===== config.mk =====
export PLATFORM = sky130hd
export DESIGN_NAME = alu_cmd_sched
export DESIGN_NICKNAME = d
export VERILOG_FILES = /design/src/rtl/alu_cmd_sched.sv
export SDC_FILE = /design/constraint.sdc
export NUM_CORES = 1
export LEC_CHECK = 0
export ABC_AREA = 1
export CORE_ASPECT_RATIO = 0.8
export CORE_MARGIN = 10
export CORE_UTILIZATION = 37
export DETAILED_ROUTE_END_ITERATION = 8
export PLACE_DENSITY_LB_ADDON = 0.2
export SLEW_MARGIN = 30
export SYNTH_ARGS = -nofsm -noshare
export SYNTH_HDL_FRONTEND = slang
export SYNTH_SLANG_ARGS = --single-unit

===== constraint.sdc =====
create_clock -name CLK -period 1.84 [get_ports CLK]
set_clock_uncertainty 0.05 [all_clocks]
set_input_delay 0.46 -clock CLK [delete_from_list [all_inputs] [get_ports CLK]]
set_output_delay 0.46 -clock CLK [all_outputs]
set_load 0.01 [all_outputs]

===== src/rtl/alu_cmd_sched.sv =====
// Two-port round-robin command scheduler in front of a single registered ALU.
// One operation in flight at a time: IDLE -> ISSUE -> CAPTURE -> RESP -> IDLE.
module alu_cmd_sched #(
  parameter int WIDTH = 8
) (
  input  logic                 CLK,
  input  logic                 RST,
  input  logic                 REQ0_VALID,
  input  logic [WIDTH-1:0]     REQ0_A,
  input  logic [WIDTH-1:0]     REQ0_B,
  input  logic [3:0]           REQ0_FUN,
  output logic                 REQ0_READY,
  input  logic                 REQ1_VALID,
  input  logic [WIDTH-1:0]     REQ1_A,
  input  logic [WIDTH-1:0]     REQ1_B,
  input  logic [3:0]           REQ1_FUN,
  output logic                 REQ1_READY,
  output logic [WIDTH-1:0]     ALU_A,
  output logic [WIDTH-1:0]     ALU_B,
  output logic [3:0]           ALU_FUN,
  output logic                 ALU_EN,
  input  logic [2*WIDTH-1:0]   ALU_OUT,
  output logic                 ALU_CLK_EN,
  output logic                 RSP_VALID,
  output logic [2*WIDTH-1:0]   RSP_DATA,
  output logic                 RSP_ID,
  input  logic                 RSP_READY,
  output logic                 BUSY,
  output logic [1:0]           DBG_STATE
);

  // Handshakes: a request transfers on a rising edge where REQn_VALID and
  // REQn_READY are both high; a response transfers where RSP_VALID and
  // RSP_READY are both high. A producer holds its payload until it transfers.

  typedef enum logic [1:0] {
    ST_IDLE    = 2'd0,
    ST_ISSUE   = 2'd1,
    ST_CAPTURE = 2'd2,
    ST_RESP    = 2'd3
  } state_t;

  state_t               r_state;
  state_t               w_next_state;
  logic                 r_last_id;
  logic [WIDTH-1:0]     r_alu_a;
  logic [WIDTH-1:0]     r_alu_b;
  logic [3:0]           r_alu_fun;
  logic [2*WIDTH-1:0]   r_rsp_data;
  logic                 r_rsp_id;

  logic                 w_grant0;
  logic                 w_grant1;
  logic                 w_accept;
  logic                 w_accept_id;

  // Grant only while idle and out of reset; on a tie the port that did not
  // win last time gets the slot.
  always_comb begin
    w_grant0 = 1'b0;
    w_grant1 = 1'b0;
    if (RST && (r_state == ST_IDLE)) begin
      if (REQ0_VALID && REQ1_VALID) begin
        w_grant0 = r_last_id;
        w_grant1 = ~r_last_id;
      end else begin
        w_grant0 = REQ0_VALID;
        w_grant1 = REQ1_VALID;
      end
    end
  end

  assign w_accept    = w_grant0 | w_grant1;
  assign w_accept_id = w_grant1;
  assign REQ0_READY  = w_grant0;
  assign REQ1_READY  = w_grant1;

  always_comb begin
    w_next_state = r_state;
    case (r_state)
      ST_IDLE:    if (w_accept) w_next_state = ST_ISSUE;
      ST_ISSUE:   w_next_state = ST_CAPTURE;
      ST_CAPTURE: w_next_state = ST_RESP;
      ST_RESP:    if (RSP_READY) w_next_state = ST_IDLE;
      default:    w_next_state = ST_IDLE;
    endcase
  end

  always_comb begin
    ALU_EN     = 1'b0;
    ALU_CLK_EN = 1'b0;
    RSP_VALID  = 1'b0;
    BUSY       = 1'b1;
    case (r_state)
      ST_IDLE:    BUSY = 1'b0;
      ST_ISSUE: begin
        ALU_EN     = 1'b1;
        ALU_CLK_EN = 1'b1;
      end
      ST_CAPTURE: ALU_CLK_EN = 1'b1;
      ST_RESP:    RSP_VALID  = 1'b1;
      default:    BUSY = 1'b0;
    endcase
  end

  always_ff @(posedge CLK) begin
    if (!RST) begin
      r_state <= ST_IDLE;
    end else begin
      r_state <= w_next_state;
    end
  end

  // Operand registers only move on acceptance, so the ALU inputs stay quiet
  // between operations.
  always_ff @(posedge CLK) begin
    if (!RST) begin
      r_alu_a    <= '0;
      r_alu_b    <= '0;
      r_alu_fun  <= '0;
      r_rsp_id   <= 1'b0;
      r_last_id  <= 1'b1;
      r_rsp_data <= '0;
    end else begin
      if (w_accept) begin
        r_alu_a   <= w_accept_id ? REQ1_A   : REQ0_A;
        r_alu_b   <= w_accept_id ? REQ1_B   : REQ0_B;
        r_alu_fun <= w_accept_id ? REQ1_FUN : REQ0_FUN;
        r_rsp_id  <= w_accept_id;
        r_last_id <= w_accept_id;
      end
      if (r_state == ST_CAPTURE) begin
        r_rsp_data <= ALU_OUT;
      end
    end
  end

  assign ALU_A     = r_alu_a;
  assign ALU_B     = r_alu_b;
  assign ALU_FUN   = r_alu_fun;
  assign RSP_DATA  = r_rsp_data;
  assign RSP_ID    = r_rsp_id;
  assign DBG_STATE = r_state;

endmodule

==> results of run 1 <==
-- synthesized netlist by cell type --
cell type   n  share of area
a21oi_1     2         0.0056
buf_4       2         0.0084
buf_1       1         0.0021
nor2_1     35          0.073
dfxtp_1    40           0.45
clkbuf_1   11          0.023
inv_1      30          0.063
buf_2       2         0.0056
o211ai_1    1         0.0042
ha_1        5          0.035
nand2_1    47          0.098
o21ai_0    16          0.045
nor2_2      1         0.0035
nand3_1    66           0.18
inv_2       1         0.0021
-- area by class of cell --
type                            instances  area, um2  share of cell area
Timing Repair Buffer                  119       1144              0.3740
Multi-Input combinational cell        173      827.0              0.2705
Sequential cell                        40      803.3              0.2627
Inverter                               31      116.4             0.03805
Clock buffer                            6      82.58             0.02700
Tap cell                               60      75.07             0.02455
Clock inverter                          2      10.01            0.003273
-- registers in the layout, indices dropped and copies added (netlist names) --
| name | flops |
|---|---|
| r_last_id | 1 |
| DBG_STATE | 2 |
| ALU_FUN | 4 |
| ALU_B | 8 |
| RSP_ID | 1 |
| RSP_DATA | 16 |
| ALU_A | 8 |
-- cell usage in the layout, fill, tap and decap left out, types with 3 or more instances in the layout --
cell type,count
buf_4,14
clkbuf_8,6
clkdlybuf4s50_1,94
dfxtp_1,38
dlygate4sd2_1,6
ha_1,4
inv_1,28
inv_2,3
nand2_1,47
nand3_1,64
nor2_1,35
o21ai_0,16
-- kinds of logic (layout without fill, tap and decap cells) --
group                    after synthesis  after routing  share of synthesized area
AND/OR/NAND/NOR                      149            149                     0.3596
buffers and inverters                 47            158                     0.1040
flip-flops                            40             40                     0.4469
AO/OA/AOI/OAI                         19             19                    0.05447
adder cells (fa/ha/maj)                5              5                    0.03492
-- final timing paths --
path	from	endpoint	slack (ps)	cells after the start
hold reg to reg	RSP_ID$_SDFFE_PN0P_	RSP_ID$_SDFFE_PN0P_	430	2
hold / removal	RSP_ID$_SDFFE_PN0P_	RSP_ID$_SDFFE_PN0P_	430	2
setup / recovery	DBG_STATE[0]$_SDFFE_PN0P_	BUSY	60	5
setup reg to reg	DBG_STATE[0]$_SDFFE_PN0P_	DBG_STATE[1]$_SDFFE_PN0P_	370	7
-- power breakdown --
group          total [W]  switching [W]  internal (W)
clock           0.000593       0.000294      0.000299
sequential       0.00120       0.000109       0.00109
combinational    0.00160       0.000764      0.000840
total            0.00340        0.00117       0.00223
-- critical path: cells and delay by family, from the launching register on --
kind	cells	cell delay (ps)
fa+ha+maj	1	170
buf+inv	4	470
flops	1	340
-- per-layer routing --
| metal | vias up | track usage | routed length [um] |
|---|---|---|---|
| li1 | 1044 | - | - |
| met1 | 879 | 0.1814 | 2855 |
| met2 | 62 | 0.2424 | 2831 |
| met3 | 4 | 0.05726 | 441 |
| met4 | 0 | 0.03043 | 23 |
| met5 | - | 0 | 0 |
-- stage by stage --
| stage | total power, W | worst slack [ps] | cell area (um2) | TNS, ps |
|---|---|---|---|---|
| 6_report | 0.003399 | 61.85 | 3058 | 0 |
| 3_5_place_dp | 0.002836 | -502.5 | 2953 | -1961 |
| 3_3_place_gp | 0.002814 | -489.2 | 2953 | -1569 |
| 2_1_floorplan | 0.001913 | 86.01 | 1792 | 0 |
| 4_1_cts | 0.003443 | 7.867 | 3050 | 0 |
| 5_1_grt | 0.003651 | -14.31 | 3058 | -24.87 |
-- repair_timing --
action,4_1_cts,5_1_grt
gates cloned,0,0
resized for setup,20,6
setup buffers,0,0
setup endpoints to repair,6,6
pin swaps,1,0
==> results.sh, run 1 <==
export IMPL_status="finished, final reports clean"
export IMPL_hp_class="flip-flop to flip-flop"
export IMPL_drt_pass1_iterations=4
export IMPL_fin_nets=436
export IMPL_critPathSlowestCell="dfxtp_2"
export IMPL_final_util=0.6613
export IMPL_relSlewSlack=0.6773
export IMPL_slowest_delay_ps=340
export IMPL_ioPinCount=106
export IMPL_ir_drop_mv=0.6299
export IMPL_worst_hold_slack_ps=425.4
export IMPL_p_leak_nw=1.489
export IMPL_cts_buffers=5
export IMPL_core_area_um2=4624
export IMPL_dp_cells=423
export IMPL_via_per_inst=4.615
export IMPL_drv_slew=0
export IMPL_worst_skew_pair_late_latency_ps=280
export IMPL_clock_fmax_ghz=0.5624
export IMPL_syn_area_um2=1792
export IMPL_cts_tree="built"
export IMPL_cp_required_ps=1330
export IMPL_startpoint_type="flip-flop"
export IMPL_grt_pass1_wl_um=9770
export IMPL_rsz0062_at_grt="yes"
export IMPL_dieArea_um2=8043
export IMPL_synth_nets=326
export IMPL_synth_warnings=0
export IMPL_wl_per_cell_um=14.27
export IMPL_clkSlewWorstSetupHoldPaths_ps=80
export IMPL_die_x_um=97.80
export IMPL_setup_viol=0
export IMPL_path_cells="inv_2 > ha_4 > buf_4 > inv_1 > clkdlybuf4s15_1"
export IMPL_grt_pass1_vias=1916
export IMPL_antenna_found_initial=0
export IMPL_synth_distinct_cells=15
export IMPL_portBuffers=105
export IMPL_die_y_um=82.24
export IMPL_antenna_cells=0
export IMPL_crit_type="flip-flop to primary output"
export IMPL_ys_seq_area_frac=0.4469
export IMPL_finalCriticalPeriod_ps=1778
export IMPL_p_per_area_nw_per_um2=1112
export IMPL_post_route_period_util=0.9664
export IMPL_instances_no_fill=431
export IMPL_synthCells=260
export IMPL_endpoint_kind="primary output"
export IMPL_drive_above_1_share=0.08895
export IMPL_worstPathMaxFanout=4
export IMPL_drt_iter0_drc=91
export IMPL_cts_root_buf="clkbuf_8"
export IMPL_cp_arrival_ps=1270
export IMPL_fillers=426
export IMPL_vias=1989
export IMPL_maxCapViolCount=0
export IMPL_grtUsageTotal=0.1474
export IMPL_cts_max_path_buffers=2
export IMPL_cts_sinks=40
export IMPL_grt_start_max_net_pins=24
export IMPL_syn_area_per_cell_um2=6.891
export IMPL_grt_ovfl_total=0
export IMPL_cts_max_level=2
export IMPL_dp_hpwl_um=4644
export IMPL_drc=0
export IMPL_wl_um=6152
export IMPL_row_count=22
export IMPL_syn_to_final_growth_pct=70.67
export IMPL_ant_nets=0
export IMPL_tightest_slew_ps=483.6
export IMPL_gp_congestion=0.8032
export IMPL_cts_hold_buf=0
export IMPL_hold_viol=0
export IMPL_initial_core_util=0.3874
export IMPL_ys_seq_elements=40
Power figures use the tool's default switching activity.
==> run 2: changes to the inputs <==
CTS_CLUSTER_DIAMETER = 40   (was unset)
==> results of run 2 <==
No change in the layout: final DEF, timing and power equal those of run 1.
==> run 3: changes to the inputs <==
CTS_CLUSTER_SIZE = 10   (was unset)
==> results of run 3 <==
No change in the layout: final DEF, timing and power equal those of run 1.
